<file path="src/rtl/fft_pkg.sv">
// Shared constants and FSM state encoding for the FFT butterfly address sequencer.
// Derived widths are recomputed per instance from LOG2N via stage_w().
package fft_pkg;

  localparam int LOG2N_DEF = 5;

  function automatic int stage_w(input int log2n);
    return (log2n > 1) ? $clog2(log2n) : 1;
  endfunction

  localparam int N       = 1 << LOG2N_DEF;
  localparam int HALF_N  = N / 2;
  localparam int STAGE_W = stage_w(LOG2N_DEF);
  localparam int TW_W    = LOG2N_DEF - 1;

  typedef enum logic [1:0] {
    ST_IDLE,
    ST_RUN,
    ST_GAP,
    ST_FIN
  } state_t;

endpackage

</file>
<file path="src/rtl/fft_bfly_addr_gen_if.sv">
// Butterfly read-address stream: one (addr_a, addr_b, tw_idx) triple per valid/ready beat.
// master drives the triple and valid, slave returns ready.
interface fft_bfly_addr_gen_if #(
  parameter int LOG2N = fft_pkg::LOG2N_DEF
);
  import fft_pkg::*;

  localparam int SW = stage_w(LOG2N);

  logic             valid;
  logic             ready;
  logic [LOG2N-1:0] addr_a;
  logic [LOG2N-1:0] addr_b;
  logic [LOG2N-2:0] tw_idx;
  logic [SW-1:0]    stage;
  logic             last;

  modport master (
    output valid, addr_a, addr_b, tw_idx, stage, last,
    input  ready
  );

  modport slave (
    input  valid, addr_a, addr_b, tw_idx, stage, last,
    output ready
  );

endinterface

</file>
<file path="src/rtl/fft_bfly_addr_map.sv">
// Combinational (stage, butterfly) -> (addr_a, addr_b, twiddle index) for in-place radix-2 DIT.
// Zero latency; no flow control.
module fft_bfly_addr_map #(
  parameter int LOG2N = fft_pkg::LOG2N_DEF
) (
  input  logic [fft_pkg::stage_w(LOG2N)-1:0] s,
  input  logic [LOG2N-2:0]                   k,
  output logic [LOG2N-1:0]                   addr_a,
  output logic [LOG2N-1:0]                   addr_b,
  output logic [LOG2N-2:0]                   tw_idx
);
  import fft_pkg::*;

  localparam int SW  = stage_w(LOG2N);
  localparam int K_W = LOG2N - 1;

  logic [K_W-1:0] h_k;
  logic [K_W-1:0] pos;
  logic [K_W-1:0] grp;

  // On the last stage h no longer fits in K_W bits; it wraps to 0 so the mask becomes all ones.
  assign h_k    = K_W'(1) << s;
  assign pos    = k & (h_k - K_W'(1));
  assign grp    = k >> s;
  assign addr_a = ((LOG2N'(grp) << s) << 1) | LOG2N'(pos);
  assign addr_b = addr_a + (LOG2N'(1) << s);
  assign tw_idx = pos << (SW'(K_W) - s);

endmodule

</file>
<file path="src/rtl/fft_bfly_addr_gen.sv">
// Read-side address sequencer for the in-place radix-2 DIT FFT; first triple 1 cycle after start.
// Triple holds while ready is low; GAP idle cycles between stages ignore ready.
module fft_bfly_addr_gen #(
  parameter int LOG2N = fft_pkg::LOG2N_DEF,
  parameter int GAP   = 4
) (
  input  logic                clk,
  input  logic                clr,
  input  logic                start,
  output logic                busy,
  output logic                done,
  fft_bfly_addr_gen_if.master bus
);
  import fft_pkg::*;

  localparam int SW  = stage_w(LOG2N);
  localparam int K_W = LOG2N - 1;
  localparam int G_W = (GAP > 1) ? $clog2(GAP) : 1;

  localparam logic [SW-1:0]  S_LAST = SW'(LOG2N - 1);
  localparam logic [K_W-1:0] K_LAST = '1;
  localparam logic [G_W-1:0] G_LAST = G_W'((GAP > 0) ? GAP - 1 : 0);

  state_t           state, state_nxt;
  logic [SW-1:0]    s, s_nxt;
  logic [K_W-1:0]   k, k_nxt;
  logic [G_W-1:0]   g, g_nxt;
  logic             valid_q, valid_nxt;
  logic             last_q, last_nxt;
  logic             busy_q, busy_nxt;
  logic             done_q, done_nxt;
  logic [LOG2N-1:0] a_q, b_q, a_map, b_map;
  logic [K_W-1:0]   tw_q, tw_map;
  logic             hs;

  assign hs = valid_q & bus.ready;

  // Map the next (s, k) so the registered triple lines up with the registered counters.
  fft_bfly_addr_map #(.LOG2N(LOG2N)) u_map (
    .s      (s_nxt),
    .k      (k_nxt),
    .addr_a (a_map),
    .addr_b (b_map),
    .tw_idx (tw_map)
  );

  always_comb begin
    state_nxt = state;
    s_nxt     = s;
    k_nxt     = k;
    g_nxt     = g;
    valid_nxt = valid_q;
    busy_nxt  = busy_q;
    done_nxt  = 1'b0;
    case (state)
      ST_IDLE: begin
        valid_nxt = 1'b0;
        busy_nxt  = 1'b0;
        if (start) begin
          state_nxt = ST_RUN;
          s_nxt     = '0;
          k_nxt     = '0;
          valid_nxt = 1'b1;
          busy_nxt  = 1'b1;
        end
      end
      ST_RUN: begin
        if (hs) begin
          if (k != K_LAST) begin
            k_nxt = k + 1'b1;
          end else if (s == S_LAST) begin
            state_nxt = ST_FIN;
            valid_nxt = 1'b0;
            done_nxt  = 1'b1;
            s_nxt     = '0;
            k_nxt     = '0;
          end else if (GAP > 0) begin
            state_nxt = ST_GAP;
            g_nxt     = '0;
            valid_nxt = 1'b0;
          end else begin
            s_nxt = s + 1'b1;
            k_nxt = '0;
          end
        end
      end
      ST_GAP: begin
        if (g == G_LAST) begin
          state_nxt = ST_RUN;
          s_nxt     = s + 1'b1;
          k_nxt     = '0;
          g_nxt     = '0;
          valid_nxt = 1'b1;
        end else begin
          g_nxt = g + 1'b1;
        end
      end
      ST_FIN: begin
        state_nxt = ST_IDLE;
        busy_nxt  = 1'b0;
      end
      default: state_nxt = ST_IDLE;
    endcase
    last_nxt = valid_nxt && (s_nxt == S_LAST) && (k_nxt == K_LAST);
  end

  always_ff @(posedge clk or posedge clr) begin
    if (clr) begin
      state   <= ST_IDLE;
      s       <= '0;
      k       <= '0;
      g       <= '0;
      valid_q <= 1'b0;
      last_q  <= 1'b0;
      busy_q  <= 1'b0;
      done_q  <= 1'b0;
      a_q     <= '0;
      b_q     <= '0;
      tw_q    <= '0;
    end else begin
      state   <= state_nxt;
      s       <= s_nxt;
      k       <= k_nxt;
      g       <= g_nxt;
      valid_q <= valid_nxt;
      last_q  <= last_nxt;
      busy_q  <= busy_nxt;
      done_q  <= done_nxt;
      a_q     <= valid_nxt ? a_map  : '0;
      b_q     <= valid_nxt ? b_map  : '0;
      tw_q    <= valid_nxt ? tw_map : '0;
    end
  end

  assign bus.valid  = valid_q;
  assign bus.last   = last_q;
  assign bus.addr_a = a_q;
  assign bus.addr_b = b_q;
  assign bus.tw_idx = tw_q;
  assign bus.stage  = s;
  assign busy       = busy_q;
  assign done       = done_q;

endmodule

</file>
<file path="src/flat_wrapper.sv">
// flat-port wrapper written by rule: the top's interface ports become plain ports
module fft_bfly_addr_gen_flat import fft_pkg::*;
#(
  parameter int LOG2N = fft_pkg::LOG2N_DEF,
  parameter int GAP   = 4
)
  (clk, clr, start, busy, done, bus_valid, bus_addr_a, bus_addr_b, bus_tw_idx, bus_stage, bus_last, bus_ready);
  fft_bfly_addr_gen_if #(.LOG2N(LOG2N)) bus_i ();
  input  logic clk;
  input  logic clr;
  input  logic start;
  output logic busy;
  output logic done;
  output wire logic [$bits(bus_i.valid)-1:0] bus_valid;
  output wire logic [$bits(bus_i.addr_a)-1:0] bus_addr_a;
  output wire logic [$bits(bus_i.addr_b)-1:0] bus_addr_b;
  output wire logic [$bits(bus_i.tw_idx)-1:0] bus_tw_idx;
  output wire logic [$bits(bus_i.stage)-1:0] bus_stage;
  output wire logic [$bits(bus_i.last)-1:0] bus_last;
  input wire logic [$bits(bus_i.ready)-1:0] bus_ready;
  assign bus_valid = bus_i.valid;
  assign bus_addr_a = bus_i.addr_a;
  assign bus_addr_b = bus_i.addr_b;
  assign bus_tw_idx = bus_i.tw_idx;
  assign bus_stage = bus_i.stage;
  assign bus_last = bus_i.last;
  assign bus_i.ready = bus_ready;
  fft_bfly_addr_gen #(.LOG2N(LOG2N), .GAP(GAP)) u_core (.clk(clk), .clr(clr), .start(start), .busy(busy), .done(done), .bus(bus_i));
endmodule
</file>
<file path="config.mk">
export PLATFORM = sky130hd
export DESIGN_NAME = fft_bfly_addr_gen_flat
export DESIGN_NICKNAME = d
export VERILOG_FILES = /design/src/rtl/fft_pkg.sv /design/src/rtl/fft_bfly_addr_gen_if.sv /design/src/rtl/fft_bfly_addr_map.sv /design/src/rtl/fft_bfly_addr_gen.sv /design/src/flat_wrapper.sv
export SDC_FILE = /design/constraint.sdc
export NUM_CORES = 1
export LEC_CHECK = 0
export CAP_MARGIN = 20
export CORE_ASPECT_RATIO = 0.75
export CORE_MARGIN = 4
export CORE_UTILIZATION = 32
export CTS_CLUSTER_SIZE = 8
export DETAILED_ROUTE_END_ITERATION = 6
export GPL_TIMING_DRIVEN = 0
export PLACE_DENSITY = 0.56
export SLEW_MARGIN = 20
export SYNTH_ARGS = -nofsm -noshare
export SYNTH_HDL_FRONTEND = slang
export SYNTH_SLANG_ARGS = --single-unit
</file>
<file path="constraint.sdc">
create_clock -name clk -period 3.95 [get_ports clk]
set_input_delay 1.185 -clock clk [delete_from_list [all_inputs] [get_ports clk]]
set_output_delay 1.185 -clock clk [all_outputs]
set_load 0.005 [all_outputs]
</file>
==> impl_metrics.tcl <==
set metrics [dict create \
    run_status "finished clean" \
    syn_area_sq_mm 0.00181 \
    drtIter0Drc 117 \
    finalSetupViolations 0 \
    path_cells "dlymetal6s2s_1 -> nor2b_4 -> nor3_4 -> a21oi_2 -> nor2_4 -> buf_4 -> ha_4 -> ha_4 -> o311a_1 -> a211o_1 -> a32o_2 -> ha_4 -> a21oi_2 -> xnor2_1 -> nor2_1" \
    maxSlewViolCount 0 \
    cp-start-kind "input pin" \
    worstHoldPathCells 2 \
    cp-end-kind "flip-flop" \
    finalHoldViolCount 0 \
    synthCells 185 \
    ys_seq_area_frac 0.402 \
    holdCritStartpoint "u_core.busy" \
    drt_wl_total_um 4250 \
    clockRootBuffer "clkbuf_8" \
    combPwrFrac 0.516 \
    synth_nets 207 \
    period_minus_slack_ns 3.65 \
    initial_core_util 0.334 \
    grt_pass1_wl_um 7250 \
    yosys_register_bits 29 \
    port_buffers 24 \
    viasPerCell 5.02 \
    pwr-share-seq 0.292 \
    postRouteAntennaNets 0 \
    r2r_cells 16 \
    htreeDepth 2 \
    multi_input_comb_area_sq_mm 0.00110 \
    seq_area_sq_um 726 \
    antenna_found_initial 0 \
    cts_buffer_depth 2 \
    p_per_area_mw_per_mm2 586 \
    dr.pass1.iters 4 \
    vias 1500 \
    io_pins 25 \
    worst-path-buf-inv 2 \
    ys_warn_count 0 \
    die-area_sq_mm 0.00692 \
    synth.top_cell.area_share 0.402 \
    hp-class "flip-flop to flip-flop" \
    r2r_start "u_core.state[1]" \
    cpMaxStageDelayCell "o311a_1" \
    synth-edff-count 0 \
    p_int_uw 844 \
    leakage_nw 1.16 \
    p_sw_uw 566 \
    maxSlewHeadroom 0.596 \
    synthTopCellsByArea "dfrtp_1 (40%), ha_1 (12%), a21oi_1 (3.3%)" \
    grt_setup_unrepaired "no" \
    grt_util_all_layers 0.137 \
    fin_skew_ns 0.00680 \
    syn_to_final_growth_pct 33.2 \
    nNetsFinal 245 \
    clkTransAtPathRegs_ns 0.07 \
    finalCritPeriodShare 0.925 \
    tns_ns 0 \
    fill_cells 529 \
    power.share.switching 0.401 \
    detailed_place_hpwl_um 3010 \
    ys.flop_type "dfrtp_1" \
    critPathMaxStageDelay_ns 0.32 \
    diodes 0 \
    gp_congestion 0.814 \
    cts_tree "done" \
    min_to "u_core.busy" \
    grt_pass1_vias 1458 \
    ys_types 50 \
    required_ns 4.10 \
    path_common_cell "ha_4" \
    place_area_sq_mm 0.00214 \
    drive_gt1_frac 0.210 \
    worstPathArrival_ns 3.80 \
    cts_buffers 5 \
    grt_overflow_total 0 \
    clkLatencyLatePin_ns 0.28 \
    max_cap_viol_count 0 \
    regToRegSetupSlack_ns 0.42 \
    core_area_sq_mm 0.00541 \
    syn_area_per_cell_sq_um 9.77 \
    power_frac_clock 0.192 \
    async_reset_ff_frac 1.00 \
    rr_endpoint "u_core.bus.addr_b[4]" \
    die_x_um 94.8 \
    grt_max_degree 30 \
    synth_area_leader_cell "dfrtp_1" \
    path_class "input pin to flip-flop" \
    rows 23 \
    routedWlPerCell_um 14.2 \
    dp.cells 284 \
    die_h_um 73.1 \
    layoutNonFillerInstCount 299 \
    drc 0 \
    ir_worst_vdd_v 0.000242 \
    worst_pin_slew_ns 0.604 \
    fin_area_sq_mm 0.00241 \
    cp_max_fo 6 \
    holdWs_ns 0.487 \
    critPathTopFamily "compound AO/OA/AOI/OAI gates" \
    fmax_mhz 274 \
    cts.sinks 29 \
]
-- cells by family (layout without fill, tap and decap cells) --
kind of cell | Yosys count | in the layout | share of synthesized area
buffers and inverters | 20 | 59 | 0.0450
XOR/XNOR | 4 | 4 | 0.0194
other | 1 | 1 | 0.00208
adder cells (fa/ha/maj) | 18 | 18 | 0.129
AO/OA/AOI/OAI | 45 | 45 | 0.202
AND/OR/NAND/NOR | 67 | 67 | 0.195
flip-flops | 29 | 29 | 0.402
multiplexers | 1 | 1 | 0.00554
-- synth_stat cells (3+ instances only) --
library cell,count
a32o_1,3
and3_1,3
nor3_1,4
and2_1,6
dfrtp_1,29
or3_1,3
a21oi_1,12
inv_2,3
nand4_1,3
ha_1,17
o21ai_0,4
nor2_1,13
a21oi_2,3
inv_1,14
a31oi_1,4
nand2_1,16
nand3_1,5
-- worst min-delay path: cells and delay by family (launching register included) --
kind             cells  cell delay (ns)
flip-flops           1             0.35
AO/OA/AOI/OAI        1             0.06
AND/OR/NAND/NOR      1             0.05
-- metrics by stage --
step / total power, mW / util / setup slack (ns)
after CTS: 1.40 / 0.434 / 0.00525
final: 1.41 / 0.445 / 0.298
after global routing: 1.54 / 0.445 / 0.124
after global placement: 1.07 / 0.396 / -0.871
after floorplan: 0.860 / - / 0.0187
after detailed placement: 1.07 / 0.396 / -0.836
-- power groups by stage --
| stage | clock (mW) | combinational, mW | sequential (mW) |
|---|---|---|---|
| 2_1_floorplan | 0 | 0.451 | 0.410 |
| 3_3_place_gp | 0 | 0.656 | 0.416 |
| 3_5_place_dp | 0 | 0.657 | 0.415 |
| 4_1_cts | 0.279 | 0.706 | 0.410 |
| 5_1_grt | 0.295 | 0.823 | 0.418 |
| 6_report | 0.272 | 0.728 | 0.411 |
-- repair_timing --
item	4_1_cts	5_1_grt
pin swaps	7	9
setup endpoints to repair	2	2
hold endpoints to repair	0	0
gates resized for setup	16	10
buffers inserted	4	4
hold buffers	0	0
-- flip-flops by register name, indices dropped and copies added (netlist names) --
signal	cells
u_core.bus.addr_a	5
u_core.bus.addr_b	5
u_core.bus.last	1
u_core.bus.stage	3
u_core.bus.tw_idx	4
u_core.bus.valid	1
u_core.busy	1
u_core.done	1
u_core.g	2
u_core.k	4
u_core.state	2
-- worst max path at each step --
stage | start | cells after the start | end | slack (ns)
6_report | start | 15 | u_core.bus.addr_b[4] | 0.30
3_5_place_dp | start | 14 | u_core.bus.addr_b[4] | -0.84
4_1_cts | bus_ready | 14 | u_core.bus.addr_b[4] | 0.005
5_1_grt | start | 15 | u_core.bus.addr_b[4] | 0.12
2_1_floorplan | start | 14 | u_core.bus.addr_b[4] | 0.02
3_3_place_gp | start | 14 | u_core.bus.addr_b[4] | -0.87
-- cell type report --
class / instances / area share
multi-input cells: 136 / 0.456
clock buffers: 7 / 0.0400
repair buffers: 32 / 0.127
clock inverters: 1 / 0.00208
plain buffers: 2 / 0.00520
well taps: 75 / 0.0390
flip-flops and latches: 29 / 0.302
inverters: 17 / 0.0296
-- cell usage in the layout, fill, tap and decap left out, drive strengths merged, types with 2 or more instances in the layout --
cell / count
and3: 3
nor2: 13
clkbuf: 7
or3: 3
nand2b: 2
nand3: 6
and2b: 2
a32o: 3
nor2b: 2
a211o: 2
inv: 17
nor4: 2
dlymetal6s2s: 2
o22a: 2
dfrtp: 29
o2bb2ai: 2
nand4: 3
xnor2: 2
xor2: 2
nand2: 16
buf: 10
a21o: 3
o31ai: 2
a31oi: 5
clkdlybuf4s50: 22
and2: 6
ha: 17
a21oi: 15
nor3: 5
o21ai: 5
-- metal layers --
metal  share of wire  track usage
met5               0            0
met4          0.0016       0.0336
met3           0.061       0.0381
met1            0.51        0.201
met2            0.43        0.197
Note: power is estimated with default switching activity, not from simulation.
